## config.mk

```make
export PLATFORM = sky130hd
export DESIGN_NAME = pool3_flatten_reader
export DESIGN_NICKNAME = d
export VERILOG_FILES = /design/src/rtl/pool3_flatten_reader_pkg.sv /design/src/rtl/pool3_rd_fifo.sv /design/src/rtl/pool3_flatten_reader.sv
export SDC_FILE = /design/constraint.sdc
export NUM_CORES = 1
export LEC_CHECK = 0
export CAP_MARGIN = 5
export CORE_ASPECT_RATIO = 2
export CORE_MARGIN = 3
export CORE_UTILIZATION = 50
export CTS_CLUSTER_SIZE = 25
export DETAILED_ROUTE_END_ITERATION = 10
export PLACE_DENSITY = 0.75
export SYNTH_ARGS = -nofsm -noshare
export SYNTH_HDL_FRONTEND = slang
export SYNTH_SLANG_ARGS = --single-unit
```

## constraint.sdc

```tcl
create_clock -name clk -period 2.42 [get_ports clk]
set_input_delay 0.484 -clock clk [delete_from_list [all_inputs] [get_ports clk]]
set_output_delay 0.484 -clock clk [all_outputs]
set_load 0.02 [all_outputs]
```

## src/rtl/pool3_flatten_reader_pkg.sv

```systemverilog
// Shared definitions for the layer-3 pooled feature-map buffer.
// The pooling writer and the flatten reader both import this package.
// This keeps the default geometry and the raster address mapping identical on both sides.
//
// Contents:
//   P3_*        default geometry and data widths shared by writer and reader
//   rd_state_e  reader FSM state encoding
//   cnt_w()     counter width for a modulus n, never narrower than 1 bit
package pool3_flatten_reader_pkg;

    localparam int P3_DATA_W     = 12;
    localparam int P3_ADDR_W     = 8;
    localparam int P3_MAP_W      = 5;
    localparam int P3_MAP_H      = 5;
    localparam int P3_MAP_STRIDE = 25;

    typedef enum logic [1:0] {
        ST_IDLE  = 2'd0,
        ST_ISSUE = 2'd1,
        ST_DRAIN = 2'd2,
        ST_DONE  = 2'd3
    } rd_state_e;

    function automatic int cnt_w(input int n);
        return (n > 1) ? $clog2(n) : 1;
    endfunction

endpackage

```

## src/rtl/pool3_rd_fifo.sv

```systemverilog
// Synchronous output FIFO for the flatten reader.
// Each entry holds one activation plus its last-element flag.
// Push and pop in the same cycle leave the count unchanged.
// This holds even when the FIFO is full.
//
// Ports:
//   clk      in   clock, rising edge
//   rst_n    in   asynchronous active-low reset (pointers and count only)
//   push_i   in   write din_i this cycle
//   din_i    in   entry to write
//   pop_i    in   drop the head entry this cycle (only while valid_o)
//   dout_o   out  head entry
//   valid_o  out  FIFO not empty
//   count_o  out  number of stored entries
module pool3_rd_fifo
    import pool3_flatten_reader_pkg::*;
#(
    parameter int WIDTH = 13,
    parameter int DEPTH = 4
) (
    input  logic                       clk,
    input  logic                       rst_n,
    input  logic                       push_i,
    input  logic [WIDTH-1:0]           din_i,
    input  logic                       pop_i,
    output logic [WIDTH-1:0]           dout_o,
    output logic                       valid_o,
    output logic [$clog2(DEPTH+1)-1:0] count_o
);

    localparam int PW   = cnt_w(DEPTH);
    localparam int CNTW = $clog2(DEPTH + 1);

    logic [WIDTH-1:0] mem_q [DEPTH];
    logic [PW-1:0]    wr_ptr_q, wr_ptr_d;
    logic [PW-1:0]    rd_ptr_q, rd_ptr_d;
    logic [CNTW-1:0]  count_q, count_d;

    // DEPTH need not be a power of two, so pointers wrap explicitly.
    function automatic logic [PW-1:0] ptr_inc(input logic [PW-1:0] p);
        return (p == PW'(DEPTH - 1)) ? '0 : p + 1'b1;
    endfunction

    always_comb begin
        wr_ptr_d = push_i ? ptr_inc(wr_ptr_q) : wr_ptr_q;
        rd_ptr_d = pop_i  ? ptr_inc(rd_ptr_q) : rd_ptr_q;
        count_d  = count_q + CNTW'(push_i) - CNTW'(pop_i);
    end

    // Storage is not reset; the reader gates the head entry with valid_o.
    always_ff @(posedge clk) begin
        if (push_i) begin
            mem_q[wr_ptr_q] <= din_i;
        end
    end

    always_ff @(posedge clk or negedge rst_n) begin
        if (!rst_n) begin
            wr_ptr_q <= '0;
            rd_ptr_q <= '0;
            count_q  <= '0;
        end else begin
            wr_ptr_q <= wr_ptr_d;
            rd_ptr_q <= rd_ptr_d;
            count_q  <= count_d;
        end
    end

    assign dout_o  = mem_q[rd_ptr_q];
    assign valid_o = (count_q != '0);
    assign count_o = count_q;

endmodule

```

## src/rtl/pool3_flatten_reader.sv

```systemverilog
// Reader side of the layer-3 pooled feature-map buffer (L4_out1 BRAM).
// After start, walks the pooled maps in raster order, row fastest:
//   addr = row + col*MAP_W + map*MAP_STRIDE
// It streams every word to the fully-connected stage over valid/ready.
// A credit check keeps (FIFO entries + reads in flight) within FIFO_DEPTH.
// Backpressure therefore never loses or duplicates BRAM data.
//
// Ports:
//   clk                in   clock, rising edge
//   rst_n              in   asynchronous active-low reset, aborts any run
//   start              in   1-cycle pulse, accepted only when idle
//   L4_out1_addr_read  out  BRAM read address
//   L4_out1_en         out  BRAM read enable, one read per high cycle
//   L4_out1_dout       in   BRAM data, valid RD_LAT cycles after the enable
//   fc_data            out  streamed activation
//   fc_valid           out  fc_data valid
//   fc_ready           in   consumer ready
//   fc_last            out  marks the final element of the run
//   busy               out  high whenever the reader is not idle
//   read_done          out  1-cycle pulse after the last handshake
module pool3_flatten_reader
    import pool3_flatten_reader_pkg::*;
#(
    parameter int DATA_W     = P3_DATA_W,
    parameter int ADDR_W     = P3_ADDR_W,
    parameter int MAP_W      = P3_MAP_W,
    parameter int MAP_H      = P3_MAP_H,
    parameter int NUM_MAPS   = 1,
    parameter int MAP_STRIDE = P3_MAP_STRIDE,
    parameter int RD_LAT     = 1,
    parameter int FIFO_DEPTH = 4
) (
    input  logic              clk,
    input  logic              rst_n,
    input  logic              start,
    output logic [ADDR_W-1:0] L4_out1_addr_read,
    output logic              L4_out1_en,
    input  logic [DATA_W-1:0] L4_out1_dout,
    output logic [DATA_W-1:0] fc_data,
    output logic              fc_valid,
    input  logic              fc_ready,
    output logic              fc_last,
    output logic              busy,
    output logic              read_done
);

    localparam int RW  = cnt_w(MAP_W);
    localparam int CW  = cnt_w(MAP_H);
    localparam int MW  = cnt_w(NUM_MAPS);
    localparam int FCW = $clog2(FIFO_DEPTH + 1);

    rd_state_e         state_q, state_d;
    logic [RW-1:0]     row_q, row_d;
    logic [CW-1:0]     col_q, col_d;
    logic [MW-1:0]     map_q, map_d;
    logic              en_q, en_d;
    logic              last_q, last_d;
    logic [ADDR_W-1:0] addr_q, addr_d;
    logic [RD_LAT-1:0] pipe_en_q, pipe_last_q;

    logic              issue, elem_last, credit_ok, push, pop;
    logic              fifo_valid;
    logic [DATA_W:0]   fifo_head;
    logic [FCW-1:0]    fifo_count;
    logic [ADDR_W-1:0] addr_calc;
    int                pending;

    assign elem_last = (row_q == RW'(MAP_W - 1)) && (col_q == CW'(MAP_H - 1)) &&
                       (map_q == MW'(NUM_MAPS - 1));

    assign addr_calc = ADDR_W'(row_q) + ADDR_W'(col_q) * ADDR_W'(MAP_W) +
                       ADDR_W'(map_q) * ADDR_W'(MAP_STRIDE);

    // Entries that will occupy the FIFO once this cycle's pop happens.
    // Every read already issued (enable register plus latency pipe) is counted as owned.
    // A new read is allowed only if its slot is still free.
    always_comb begin
        pending   = int'(fifo_count) - int'(pop) + int'(en_q) + $countones(pipe_en_q);
        credit_ok = (pending < FIFO_DEPTH);
    end

    always_comb begin
        state_d = state_q;
        row_d   = row_q;
        col_d   = col_q;
        map_d   = map_q;
        issue   = 1'b0;
        case (state_q)
            ST_IDLE: begin
                if (start) begin
                    state_d = ST_ISSUE;
                    row_d   = '0;
                    col_d   = '0;
                    map_d   = '0;
                end
            end
            ST_ISSUE: begin
                if (credit_ok) begin
                    issue = 1'b1;
                    if (row_q == RW'(MAP_W - 1)) begin
                        row_d = '0;
                        if (col_q == CW'(MAP_H - 1)) begin
                            col_d = '0;
                            map_d = (map_q == MW'(NUM_MAPS - 1)) ? '0 : map_q + 1'b1;
                        end else begin
                            col_d = col_q + 1'b1;
                        end
                    end else begin
                        row_d = row_q + 1'b1;
                    end
                    if (elem_last) begin
                        state_d = ST_DRAIN;
                    end
                end
            end
            ST_DRAIN: begin
                if (pop && fifo_head[DATA_W]) begin
                    state_d = ST_DONE;
                end
            end
            default: state_d = ST_IDLE;
        endcase
    end

    assign en_d   = issue;
    assign last_d = issue & elem_last;
    assign addr_d = issue ? addr_calc : addr_q;

    always_ff @(posedge clk or negedge rst_n) begin
        if (!rst_n) begin
            state_q     <= ST_IDLE;
            row_q       <= '0;
            col_q       <= '0;
            map_q       <= '0;
            en_q        <= 1'b0;
            last_q      <= 1'b0;
            addr_q      <= '0;
            pipe_en_q   <= '0;
            pipe_last_q <= '0;
        end else begin
            state_q     <= state_d;
            row_q       <= row_d;
            col_q       <= col_d;
            map_q       <= map_d;
            en_q        <= en_d;
            last_q      <= last_d;
            addr_q      <= addr_d;
            // Shift toward the MSB; the MSB lines up with valid BRAM data.
            pipe_en_q   <= RD_LAT'({pipe_en_q, en_q});
            pipe_last_q <= RD_LAT'({pipe_last_q, last_q});
        end
    end

    assign push = pipe_en_q[RD_LAT-1];
    assign pop  = fifo_valid & fc_ready;

    pool3_rd_fifo #(
        .WIDTH (DATA_W + 1),
        .DEPTH (FIFO_DEPTH)
    ) u_fifo (
        .clk     (clk),
        .rst_n   (rst_n),
        .push_i  (push),
        .din_i   ({pipe_last_q[RD_LAT-1], L4_out1_dout}),
        .pop_i   (pop),
        .dout_o  (fifo_head),
        .valid_o (fifo_valid),
        .count_o (fifo_count)
    );

    assign L4_out1_addr_read = addr_q;
    assign L4_out1_en        = en_q;
    assign fc_valid          = fifo_valid;
    assign fc_data           = fifo_valid ? fifo_head[DATA_W-1:0] : '0;
    assign fc_last           = fifo_valid & fifo_head[DATA_W];
    assign busy              = (state_q != ST_IDLE);
    assign read_done         = (state_q == ST_DONE);

endmodule

```

### Yosys cells after proc, flatten, opt, wreduce, memory -nomap -nowiden

Memories as Yosys holds them, arrays and structs flattened.
Index checks and enable logic that the tools add are counted.

* memories kept: 1
* output and inout port bits: 25
* register bits after elaboration: 28
* logic and storage cells: 82
* bits of input ports: 16
* bits in latches: 0
* bits in writable memories: 52
* memory bits (read-only): 0

* $add $sub $neg: 12
* shift-type cells: 0
* multipliers: 2
* div/mod/pow operators: 0
* muxes and demuxes: 26
* reduce and logical (&&, ||, !) cells: 11
* magnitude comparators: 1
* bitwise logic cells: 4
* eq/ne operators: 13

Memory list
* u_fifo.mem_q: words 4, width 13, rd ports 1, clocked after Yosys merged registers in 0, write ports 1, line pool3_rd_fifo.sv:34 `logic [WIDTH-1:0] mem_q [DEPTH];`

Operators with widths (count)
* $mux 3: 6
* $mux 12: 1
* $mux 2: 6
* $ne 2x2->1 const B: 6
* $pmux 3 s2: 2
* $mux 1: 9
* $add 7x6->8: 1
* $eq 2x2->1 const B: 4
* $reduce_and 4->1: 2
* $add 3x6->7: 1
* $add 3x1->3 const B: 2
* $add 5x2->6: 1
* $eq 3x3->1 const B: 2
* $lt 6x4->1 const B: 1
* $mul 1x5->6 const B: 1
* $mul 3x3->6 const B: 1
* $pmux 2 s3: 1
* $add 4x2->5: 1
* $reduce_and 5->1: 1
* $add 2x1->2 const B: 2
* $reduce_bool 2->1: 2
* $sub 3x1->4: 1
* $add 3x1->3: 1
* $and 1x1->1: 3
* other kinds (9): 11

### Logic depth before layout (Yosys ltp)

* word-level depth: 9
* depth in mapped cells: 9
* depth with buffers taken out: 9

### Hierarchy

A second synthesis with hierarchy kept.

* cells, all modules: 234
* area, all modules: 3651.0 µm²

By module, submodules not included
* pool3_rd_fifo: cells an instance 103, seq. area each 1736.7 µm², area each 2312.2 µm², instances 1
* pool3_flatten_reader: cells an instance 131, seq. area each 475.5 µm², area each 1338.8 µm², instances 1

### Worst setup path before layout

OpenSTA, ideal clock, no wires.

* path kind: input -> register
* start: in fc_ready
* end: reg addr_q[0] (netlist: L4_out1_addr_read[0])
* required time: 2.295 ns
* arrival time: 2.188 ns
* stages on the path: 9
* setup time: 0.125 ns
* buffers on the path: 0
* path slack: 0.107 ns
* cells stage by stage: nor2b_1 nand2_1 inv_1 ha_1 xnor2_1 a32o_1 a41o_1 nand2_2 mux2_2

* cells in the longest elaborated chain, start to end: 7

Ends and longest elaborated chain
* start, declared: line pool3_flatten_reader.sv:41 `input logic fc_ready,`
* $and 1x1->1: line pool3_flatten_reader.sv:155 `assign pop = fifo_valid & fc_ready;`
* $sub 3x1->4: line pool3_flatten_reader.sv:78 `pending = int'(fifo_count) - int'(pop) + int'(en_q) + $countones(pipe_en_q);`
* $add 4x2->5: line pool3_flatten_reader.sv:78
* $add 5x2->6: line pool3_flatten_reader.sv:78
* $lt 6x4->1: line pool3_flatten_reader.sv:79 `credit_ok = (pending < FIFO_DEPTH);`
* $mux 1: line pool3_flatten_reader.sv:98 `if (credit_ok) begin`
* $mux 1: line pool3_flatten_reader.sv:88 `case (state_q)`
* end signal, assigned: line pool3_flatten_reader.sv:147 `addr_q <= addr_d;`
* end, declared: line pool3_flatten_reader.sv:58 `logic [ADDR_W-1:0] addr_q, addr_d;`

Every way passes these cells.
A chain may end at the register's enable or synchronous reset.

### Worst setup path after layout

* start: reg u_fifo.rd_ptr_q[0]
* end: out fc_data[7]

* cells in the longest elaborated chain, start to end: 2

Ends and longest elaborated chain
* start, declared: line pool3_rd_fifo.sv:36 `logic [PW-1:0] rd_ptr_q, rd_ptr_d;`
* start signal, assigned: line pool3_rd_fifo.sv:64 `rd_ptr_q <= rd_ptr_d;`
* $mem_v2 4x13
* $mux 12: line pool3_flatten_reader.sv:174 `assign fc_data = fifo_valid ? fifo_head[DATA_W-1:0] : '0;`
* end, declared: line pool3_flatten_reader.sv:39 `output logic [DATA_W-1:0] fc_data,`

Every way passes these cells.

==> flow_summary_export.csv <==
group,metric,value,unit
final_layout,postLayoutCoreUtil,66.3,%
sta,setup_violations,0,
sta,fin_skew,0.00241,ns
logic_synthesis,synth_fp_nets,279,
grt,grt_max_degree,27,
clock_tree,cts_max_level,3,
power,p_leak,1.95,nW
route,drt_iter0_drc,109,
worst_setup_path,cp.required,1.94,ns
floorplan,die_h,127,um
grt,antenna_found_initial,0,
clock_tree,root_buffer,"clkbuf_16",
grt,grt_pass1_wl,11900,um
sta,fin_crit,2.36,ns
hold_path,whs_path_depth,0,
floorplan,initial_utilization,52.1,%
final_layout,drive_gt1_share,25.9,%
route,ant_nets,0,
logic_synthesis,yosys.area.top_type,"edfxtp_1",
power,powerDensity,1240,mW/mm^2
clock_tree,clk_pin_slew,0.06,ns
logic_synthesis,synth_ff_type,"edfxtp_1",
route,drc_errors,0,
logic_synthesis,syn_area_per_cell,15.6,um^2
power,ir_drop,0.641,mV
logic_synthesis,synth_area_leaders,"edfxtp_1, dfrtp_1, ha_1",
grt,gr-total-overflow,0,
logic_synthesis,synth_top_area_share,42.9,%
sta,max_clock_freq,423,MHz
route,wirelength,7270,um
logic_synthesis,netlist_top_cells_count,"edfxtp_1, ha_1, dfrtp_1",
placed_design,dp_hpwl,4690,um
placed_design,gp_congestion,0.822,
run_status,outcome,"complete, no violations",
clock_tree,ctsHoldBuffers,0,
floorplan,rows,43,
worst_setup_path,rr_worst_depth,9,
sta,slew-limit-headroom,51.4,%
placed_design,dp.cells,373,
logic_synthesis,synth_cell_types,38,
route,viasPerCell,5.35,
clock_tree,clk_latency,0.33,ns
logic_synthesis,synth_area,0.00364,mm^2
final_layout,area_growth,27.4,%
placed_design,dp_worst_setup_slack,-0.399,ns
worst_setup_path,crit_type,"reg -> out",
route,via_count,2115,
worst_setup_path,crit_path_end_kind,"output port",
clock_tree,cts_tree,"built",
hold_path,hold_class,"reg -> reg",
final_layout,finalNetCount,346,
clock_tree,clockBufferDepth,2,
power,total_power,5.74,mW
grt,grt_pass1_vias,2415,
job,maxCapViolations,0,
worst_setup_path,cp.arrival,1.88,ns
sta,final_max_slew_viol_count,0,
floorplan,ios,41,
sta,finalHoldViolCount,0,
logic_synthesis,synth_edf_count,52,
logic_synthesis,yosysSeqAreaShare,60.8,%
floorplan,die-area,0.00840,mm^2
logic_synthesis,synthArstFlopShare,33.3,%
sta,period_share,97.7,%
sta,worstMarginPinSlew,0.729,ns
logic_synthesis,yosysWarnings,0,
final_layout,fin_cells,395,
sta,fin_ws,0.0551,ns
grt,gr-usage-all-layers,19.4,%
sta,rsz0062_at_grt,"true",
worst_setup_path,start_kind,"flip-flop",
floorplan,fp.coreArea,0.00699,mm^2
logic_synthesis,ys_ff_latch,78,
clock_tree,clock_sinks,78,
route,first_pass_iters,4,
clock_tree,numCtsBuffers,9,
floorplan,die_width,66.3,um
worst_setup_path,critPathMaxFanout,5,
placed_design,port_buffers,39,
logic_synthesis,synth_cells,233,
logic_synthesis,yosysMostFrequentCell,"edfxtp_1",
final_layout,insertedDiodeCount,0,
sta,tns,0,ns
route,wl_per_cell,18.4,um
registers in the layout, indices dropped and copies added (netlist names), 2 cells and up:
name               cells
u_fifo.mem_q          52
L4_out1_addr_read      7
col_q                  3
row_q                  3
u_fifo.count_o         3
state_q                2
u_fifo.rd_ptr_q        2
u_fifo.wr_ptr_q        2
path summary, 6_finish.rpt:
path	startpoint	end	slack (ns)
max	u_fifo.rd_ptr_q[0]$_DFFE_PN0P_	fc_data[7]	0.06
min	last_q$_DFF_PN0_	pipe_last_q$_DFF_PN0_	0.36
max reg2reg	u_fifo.count_o[2]$_DFF_PN0_	L4_out1_addr_read[3]$_DFFE_PN0P_	0.12
min reg2reg	last_q$_DFF_PN0_	pipe_last_q$_DFF_PN0_	0.36
max in group asynchronous	rst_n	u_fifo.count_o[2]$_DFF_PN0_	1.61
min in group asynchronous	rst_n	col_q[0]$_DFFE_PN0P_	0.52
repair_timing:
| item | 4_1_cts | 5_1_grt |
|---|---|---|
| endpoints found under the setup margin | 28 | 23 |
| gates resized for setup | 20 | 23 |
| pin swaps | 5 | 3 |
| gates cloned | 1 | 0 |
| buffers inserted | 4 | 1 |
where the power goes:
part           switching, mW  internal [mW]  leakage [nW]
registers              0.169           1.66         0.808
logic                   1.28           1.24         0.989
clock network          0.499          0.900         0.152
per-stage QoR:
step / hold WS [ns] / instance area, um^2
final: 0.356 / 4640
after CTS: 0.359 / 4610
after global placement: 0.337 / 4250
after global routing: 0.372 / 4640
after floorplan: 0.188 / 3640
after detailed placement: 0.346 / 4250
cell usage in the layout (no fill, tap or decap), types with 6 or more instances in the layout:
cell,n
clkbuf_16,9
edfxtp_1,52
mux4_2,13
inv_1,16
nand2_1,7
and2_1,18
ha_1,27
clkdlybuf4s50_1,26
nor2_1,6
mux2_2,8
buf_4,20
dfrtp_1,25
per-layer routing:
layer  share of wire [%]  vias up  GRT usage (%)
met5                   0        -              0
met1                  35     1065           20.1
li1                    -      989              -
met2                  60       48           35.6
met3                 3.4       13           4.52
met4                 2.1        0           8.50
cell families after synthesis:
family	Yosys count	synth area share (%)
fa+ha+maj	30	10.7
xor+xnor	5	1.20
simple gates	48	7.22
mux	26	12.0
other cells	1	0.103
compound gates	21	5.29
flops	78	60.8
buf+inv	24	2.68
area by class of cell:
class / count / area [um^2]
timing repair buffer: 62 / 543
clock buffer: 10 / 229
sequential: 78 / 2210
clock inverter: 6 / 86.3
inverter: 17 / 63.8
fill: 510 / 2350
tap: 90 / 113
multi-input combinational: 132 / 1390
critical path, stage by stage, from the launching register on:
cell and delay, ns:
dfrtp_1 0.43, buf_6 0.16, mux4_2 0.49, and2_1 0.16
dlygate4sd2_1 0.31
Power figures use the tool's default switching activity.
